`config.mk`:
```
export PLATFORM = sky130hd
export DESIGN_NAME = uart_rs232_tx
export DESIGN_NICKNAME = d
export VERILOG_FILES = /design/src/rtl/uart_rs232_tx.sv
export SDC_FILE = /design/constraint.sdc
export NUM_CORES = 1
export LEC_CHECK = 0
export CAP_MARGIN = 20
export CORE_UTILIZATION = 47
export CTS_CLUSTER_SIZE = 10
export DETAILED_ROUTE_END_ITERATION = 8
export PLACE_DENSITY = 0.68
export SYNTH_ARGS = -nofsm -noshare
export SYNTH_HDL_FRONTEND = slang
export SYNTH_SLANG_ARGS = --single-unit
```
`constraint.sdc`:
```
create_clock -name Clk -period 2.8 [get_ports Clk]
set_clock_uncertainty 0.1 [all_clocks]
set_input_delay 0.28 -clock Clk [delete_from_list [all_inputs] [get_ports Clk]]
set_output_delay 0.28 -clock Clk [all_outputs]
set_load 0.005 [all_outputs]
```
`src/rtl/uart_rs232_tx.sv`:
```
// 8-N-1 UART transmitter with a small input FIFO, paced by a 16x-baud Tick enable.
// Define UART_TX_PARITY_EN to add a parity bit (ParOdd input, PARITY state).
module uart_rs232_tx #(
    parameter int unsigned FIFO_DEPTH = 4,
    parameter int unsigned OVERSAMPLE = 16
) (
    input  logic       Clk,
    input  logic       Rst,
    input  logic       Tick,
    input  logic       TxEn,
    input  logic [3:0] NBits,
`ifdef UART_TX_PARITY_EN
    input  logic       ParOdd,
`endif
    input  logic       WrEn,
    input  logic [7:0] TxData,
    output logic       TxReady,
    output logic       Tx,
    output logic       TxBusy,
    output logic       TxDone,
    output logic [7:0] count_Tx
);
    localparam int unsigned AW = (FIFO_DEPTH > 1) ? $clog2(FIFO_DEPTH) : 1;
    localparam int unsigned CW = AW + 1;
    localparam int unsigned TW = (OVERSAMPLE > 1) ? $clog2(OVERSAMPLE) : 1;
    localparam logic [TW-1:0] TICK_LAST = TW'(OVERSAMPLE - 1);

    typedef enum logic [2:0] {
        S_IDLE,
        S_START,
        S_DATA,
`ifdef UART_TX_PARITY_EN
        S_PARITY,
`endif
        S_STOP
    } state_t;

    state_t          state_q, state_d;
    logic [TW-1:0]   tick_cnt_q, tick_cnt_d;
    logic [3:0]      bit_cnt_q, bit_cnt_d;
    logic [3:0]      nbits_q, nbits_d;
    logic [7:0]      shift_q, shift_d;
    logic            tx_q, tx_d;
    logic            done_q, done_d;
    logic [7:0]      count_q, count_d;
    logic [AW-1:0]   wr_ptr_q, wr_ptr_d;
    logic [AW-1:0]   rd_ptr_q, rd_ptr_d;
    logic [CW-1:0]   fill_q, fill_d;
    logic [7:0]      fifo_mem_q [FIFO_DEPTH];
`ifdef UART_TX_PARITY_EN
    logic            par_q, par_d;
`endif

    logic            fifo_full, fifo_empty, push, pop, tick_last, can_start;
    logic [3:0]      nbits_clamped;
    logic [7:0]      head;

    always_comb begin
        fifo_full     = (fill_q == CW'(FIFO_DEPTH));
        fifo_empty    = (fill_q == '0);
        push          = WrEn && !fifo_full;
        head          = fifo_mem_q[rd_ptr_q];
        nbits_clamped = (NBits >= 4'd5 && NBits <= 4'd8) ? NBits : 4'd8;
        tick_last     = Tick && (tick_cnt_q == TICK_LAST);
        can_start     = TxEn && !fifo_empty;

        state_d    = state_q;
        tick_cnt_d = tick_cnt_q;
        bit_cnt_d  = bit_cnt_q;
        nbits_d    = nbits_q;
        shift_d    = shift_q;
        done_d     = 1'b0;
        count_d    = count_q;
        pop        = 1'b0;
`ifdef UART_TX_PARITY_EN
        par_d      = par_q;
`endif

        if (state_q != S_IDLE && Tick) begin
            tick_cnt_d = tick_last ? '0 : tick_cnt_q + TW'(1);
        end

        case (state_q)
            S_IDLE: begin
                if (can_start) begin
                    pop     = 1'b1;
                    state_d = S_START;
                end
            end
            S_START: begin
                if (tick_last) begin
                    bit_cnt_d = '0;
                    state_d   = S_DATA;
                end
            end
            S_DATA: begin
                if (tick_last) begin
                    shift_d   = shift_q >> 1;
                    bit_cnt_d = bit_cnt_q + 4'd1;
                    if (bit_cnt_q + 4'd1 == nbits_q) begin
`ifdef UART_TX_PARITY_EN
                        state_d = S_PARITY;
`else
                        state_d = S_STOP;
`endif
                    end
                end
            end
`ifdef UART_TX_PARITY_EN
            S_PARITY: begin
                if (tick_last) state_d = S_STOP;
            end
`endif
            S_STOP: begin
                if (tick_last) begin
                    done_d  = 1'b1;
                    count_d = count_q + 8'd1;
                    // Popping here chains the next start bit with no idle gap.
                    if (can_start) begin
                        pop     = 1'b1;
                        state_d = S_START;
                    end else begin
                        state_d = S_IDLE;
                    end
                end
            end
            default: state_d = S_IDLE;
        endcase

        if (pop) begin
            shift_d    = head;
            nbits_d    = nbits_clamped;
            tick_cnt_d = '0;
            bit_cnt_d  = '0;
`ifdef UART_TX_PARITY_EN
            par_d      = ^(head & (8'hFF >> (4'd8 - nbits_clamped))) ^ ParOdd;
`endif
        end

        wr_ptr_d = push ? wr_ptr_q + AW'(1) : wr_ptr_q;
        rd_ptr_d = pop  ? rd_ptr_q + AW'(1) : rd_ptr_q;
        fill_d   = fill_q + CW'(push) - CW'(pop);

        // Tx follows the next state so the line is a clean flop output.
        tx_d = 1'b1;
        case (state_d)
            S_START:  tx_d = 1'b0;
            S_DATA:   tx_d = shift_d[0];
`ifdef UART_TX_PARITY_EN
            S_PARITY: tx_d = par_d;
`endif
            default:  tx_d = 1'b1;
        endcase
    end

    always_ff @(posedge Clk) begin
        if (Rst) begin
            state_q    <= S_IDLE;
            tick_cnt_q <= '0;
            bit_cnt_q  <= '0;
            nbits_q    <= 4'd8;
            shift_q    <= '0;
            tx_q       <= 1'b1;
            done_q     <= 1'b0;
            count_q    <= '0;
            wr_ptr_q   <= '0;
            rd_ptr_q   <= '0;
            fill_q     <= '0;
`ifdef UART_TX_PARITY_EN
            par_q      <= 1'b0;
`endif
        end else begin
            state_q    <= state_d;
            tick_cnt_q <= tick_cnt_d;
            bit_cnt_q  <= bit_cnt_d;
            nbits_q    <= nbits_d;
            shift_q    <= shift_d;
            tx_q       <= tx_d;
            done_q     <= done_d;
            count_q    <= count_d;
            wr_ptr_q   <= wr_ptr_d;
            rd_ptr_q   <= rd_ptr_d;
            fill_q     <= fill_d;
`ifdef UART_TX_PARITY_EN
            par_q      <= par_d;
`endif
        end
    end

    always_ff @(posedge Clk) begin
        if (push) fifo_mem_q[wr_ptr_q] <= TxData;
    end

    assign TxReady  = !fifo_full;
    assign Tx       = tx_q;
    assign TxBusy   = (state_q != S_IDLE);
    assign TxDone   = done_q;
    assign count_Tx = count_q;

endmodule

```
==> metrics.txt <==
# TYPE chip_impl_metric gauge
chip_impl_metric{name="total_overflow_reported_by_the_global_router",unit=""} 0
chip_impl_metric{name="floorplan.die.height",unit="um"} 84.75
chip_impl_info{name="cpLargestDelayFamily",value="adder cells"} 1
chip_impl_metric{name="regArea",unit="um2"} 1802
chip_impl_metric{name="area_of_all_placed_cells_without_fillers",unit="um2"} 3826
chip_impl_metric{name="clock_sink_count",unit=""} 74
chip_impl_metric{name="finalMaxSlewViolations",unit=""} 0
chip_impl_metric{name="grt_first_pass_wirelength",unit="um"} 9660
chip_impl_metric{name="io-pin-count",unit=""} 29
chip_impl_metric{name="power_leakage",unit="nW"} 1.369
chip_impl_metric{name="clk-insertion-delay-late",unit="ns"} 0.35
chip_impl_metric{name="timing_worst_slew_pin_value",unit="ns"} 0.5509
chip_impl_metric{name="detailroute.via_count",unit=""} 2068
chip_impl_metric{name="area.growth.synth_to_final",unit="%"} 18.90
chip_impl_metric{name="placed_area",unit="um2"} 3616
chip_impl_metric{name="route.detailed.drc",unit=""} 0
chip_impl_info{name="cts_tree",value="yes"} 1
chip_impl_metric{name="yosysUniqueCellTypes",unit=""} 47
chip_impl_metric{name="drive_gt1_share",unit="%"} 13.74
chip_impl_info{name="most-common-layout-cells",value="42 x sky130_fd_sc_hd__dfxtp_1, 32 x sky130_fd_sc_hd__edfxtp_1, 28 x sky130_fd_sc_hd__clkdlybuf4s50_1"} 1
chip_impl_metric{name="ctsHtreeMaxLevel",unit=""} 3
chip_impl_metric{name="final_util",unit="%"} 58.91
chip_impl_info{name="grt_setup_unrepaired",value="no"} 1
chip_impl_metric{name="critical_path_cell_count",unit=""} 12
chip_impl_metric{name="antenna_found_initial",unit=""} 0
chip_impl_info{name="r2r-end",value="fill_q[2]$_SDFF_PP0_"} 1
chip_impl_metric{name="layout_setup_ws",unit="ns"} 0.1976
chip_impl_info{name="rr_startpoint",value="tick_cnt_q[0]$_SDFFE_PP0P_"} 1
chip_impl_metric{name="netlist_instances",unit=""} 271
chip_impl_info{name="cts-root-buf",value="sky130_fd_sc_hd__clkbuf_8"} 1
chip_impl_metric{name="cp_slowest_stage_delay",unit="ns"} 0.36
chip_impl_metric{name="worst_ir_drop_vdd",unit="mV"} 0.3741
chip_impl_metric{name="drt.antenna.violating_nets",unit=""} 0
chip_impl_info{name="timing_worst_setup_path_type",value="register to register"} 1
chip_impl_info{name="hold-path-endpoint",value="nbits_q[0]$_SDFFE_PP0P_"} 1
chip_impl_metric{name="grt_pass1_vias",unit=""} 2036
chip_impl_info{name="critical_path.most_common_cell",value="sky130_fd_sc_hd__ha_1"} 1
chip_impl_metric{name="drt-vias-per-instance",unit=""} 5.303
chip_impl_metric{name="floorplan.core_area",unit="um2"} 6495
chip_impl_metric{name="std_cell_rows",unit=""} 29
chip_impl_metric{name="critical_path.max_fanout",unit=""} 4
chip_impl_metric{name="filler_cell_count",unit=""} 528
chip_impl_metric{name="area_of_combinational_cells_with_multiple_inputs",unit="um2"} 1346
chip_impl_metric{name="synth_enable_flop_cells",unit=""} 32
chip_impl_info{name="mostFrequentLayoutCell",value="sky130_fd_sc_hd__dfxtp_1"} 1
chip_impl_metric{name="timing.final.crit_period",unit="ns"} 2.602
chip_impl_metric{name="cp_num_buf_inv",unit=""} 2
chip_impl_metric{name="synth.net_count",unit=""} 298
chip_impl_metric{name="dr.pass1.iters",unit=""} 4
chip_impl_metric{name="synthArstFlopShare",unit="%"} 0
chip_impl_info{name="holdCritPathClass",value="register to register"} 1
chip_impl_metric{name="io_buffer_count",unit=""} 28
chip_impl_info{name="critical_path.cell_chain",value="ha_1 > and4_2 > and3_1 > o21ai_2 > inv_2 > ha_1 > inv_1 > ha_1 > fa_2 > xnor2_2 > xnor2_1 > nor2_1"} 1
chip_impl_info{name="postSynth.topFlopCell",value="sky130_fd_sc_hd__dfxtp_1"} 1
chip_impl_metric{name="crit_arrival",unit="ns"} 2.74
chip_impl_metric{name="worst-r2r-setup-slack",unit="ns"} 0.20
chip_impl_metric{name="drt_iter0_drc",unit=""} 97
chip_impl_metric{name="syn_area_per_cell",unit="um2"} 11.87
chip_impl_metric{name="wl",unit="um"} 5623
chip_impl_metric{name="placement.setup.worst_slack",unit="ns"} -0.03711
chip_impl_metric{name="gp_congestion",unit=""} 0.7269
chip_impl_metric{name="ctsResizeCount",unit=""} 0
chip_impl_metric{name="grtUsageTotal",unit="%"} 17.64
chip_impl_metric{name="hold_violations",unit=""} 0
chip_impl_metric{name="antennaDiodeCount",unit=""} 0
chip_impl_metric{name="yosysWarningCount",unit=""} 0
chip_impl_metric{name="number_of_cells_traversed_by_the_worst_hold_path",unit=""} 2
chip_impl_metric{name="cts_post_setup_buffers_inserted",unit=""} 0
chip_impl_metric{name="finalSetupViolCount",unit=""} 0
chip_impl_metric{name="layout.cells.non_filler",unit=""} 390
chip_impl_metric{name="floorplan.die.width",unit="um"} 84.75
chip_impl_metric{name="cap_viol_max_count",unit=""} 0
chip_impl_metric{name="initial_core_util",unit="%"} 49.55
chip_impl_metric{name="cts_hold_repair.buffers",unit=""} 0
chip_impl_metric{name="finish.net_count",unit=""} 335
chip_impl_info{name="setup.worst_path.end_class",value="register"} 1
chip_impl_metric{name="half_perimeter_wire_length_after_detailed_placement",unit="um"} 3919
chip_impl_metric{name="die_area",unit="um2"} 7182
chip_impl_metric{name="required",unit="ns"} 2.93
chip_impl_metric{name="maximum_number_of_pins_on_one_net_before_global_route_repair",unit=""} 29
chip_impl_metric{name="clock_input_transition_at_the_sequential_cells_of_the_worst_setup_and_hold_paths",unit="ns"} 0.08
chip_impl_info{name="status",value="finished, final reports clean"} 1
chip_impl_metric{name="fin_tns_setup",unit="ns"} 0
chip_impl_metric{name="ys_seq_area_share",unit="%"} 55.99
chip_impl_info{name="cp-start-kind",value="register"} 1
chip_impl_metric{name="slew_hr",unit="%"} 63.22
chip_impl_metric{name="final_clock_period_utilization_by_the_worst_path",unit="%"} 92.94
chip_impl_metric{name="r2r.worst_path.cells",unit=""} 12
chip_impl_metric{name="p_per_area",unit="nW/um2"} 681.9
chip_impl_metric{name="wl_per_cell",unit="um"} 14.42
chip_impl_metric{name="max-clock-path-buffers",unit=""} 2
chip_impl_metric{name="placed_cells",unit=""} 374
chip_impl_metric{name="numCtsBuffers",unit=""} 9
chip_impl_metric{name="netlist_area",unit="um2"} 3218
chip_impl_info{name="timing.critical_path.slowest_stage_cell",value="sky130_fd_sc_hd__fa_2"} 1
chip_impl_metric{name="fmaxAchievable",unit="GHz"} 0.3843
chip_impl_metric{name="number_of_register_bits_inferred_by_synthesis",unit=""} 74
chip_impl_info{name="timing.critical_path.from",value="tick_cnt_q[0]$_SDFFE_PP0P_"} 1
chip_impl_info{name="hold_path.startpoint",value="nbits_q[0]$_SDFFE_PP0P_"} 1
sequential cells by signal (all words and copies together), names as in the netlist, named ones only:
name / cells
fill_q: 3
bit_cnt_q: 4
TxDone: 1
state_q: 3
Tx: 1
rd_ptr_q: 2
tick_cnt_q: 4
fifo_mem_q: 32
shift_q: 8
nbits_q: 4
count_Tx: 8
wr_ptr_q: 2
Yosys cell counts (all sizes together) (8+ instances only):
cell type / number / area [um2]
nor2: 27 / 101.4
dfxtp: 42 / 840.8
mux2i: 8 / 80.08
nand2: 15 / 56.30
inv: 9 / 33.78
xnor2: 11 / 96.34
clkbuf: 8 / 31.28
xor2: 8 / 70.07
ha: 9 / 112.6
a21oi: 14 / 70.07
mux4: 8 / 180.2
o21ai: 11 / 55.05
edfxtp: 32 / 960.9
layout make-up:
cell class,instances,share of cell area (%)
Tap cell,77,2.518
Clock inverter,7,1.995
Inverter,9,0.8829
Timing Repair Buffer,37,9.091
Clock buffer,9,3.237
Multi-Input combinational cell,177,35.19
Sequential cell,74,47.09
worst max path at each step:
stage,to,slack [ns]
2_1_floorplan,fill_q[2]$_SDFF_PP0_,0.005
3_3_place_gp,fill_q[2]$_SDFF_PP0_,0.01
3_5_place_dp,fill_q[2]$_SDFF_PP0_,-0.04
4_1_cts,fill_q[2]$_SDFF_PP0_,0.13
5_1_grt,fill_q[2]$_SDFF_PP0_,0.04
6_report,fill_q[2]$_SDFF_PP0_,0.20
stage by stage:
stage,hold WS (ns),power (mW)
floorplan,0.2789,1.652
global placement,0.3586,1.773
detailed placement,0.3626,1.787
CTS,0.3736,2.625
global route,0.3935,2.756
finish,0.3690,2.609
cell families (layout without fill, tap and decap cells):
group	Yosys count	after routing	synth area share, %
other	1	1	0.1165
buffers and inverters	20	62	2.605
DFF	74	74	55.99
and+or+nand+nor	87	87	15.24
AOI/OAI and AO/OA	44	44	8.670
xor gates and xnor gates	19	19	5.171
muxes	16	16	8.087
adders and majority gates	10	10	4.121
routing by layer:
metal	part of all wire, %	GRT usage [%]
met1	48	23.35
met2	47	27.27
met3	2.6	3.835
met4	1.7	9.399
met5	0	0
worst min-delay path: cells and delay by family (launching register included):
family	cells	cell delay [ns]
flip-flops	1	0.32
AND/OR/NAND/NOR	1	0.06
AO/OA/AOI/OAI	1	0.05
power by group:
part	internal (mW)	leakage [nW]	switching, mW
Combinational	0.233	0.637	0.214
Sequential	1.24	0.634	0.0832
Clock	0.418	0.0979	0.418
Total	1.89	1.37	0.716
(Power assumes the default switching activity.)
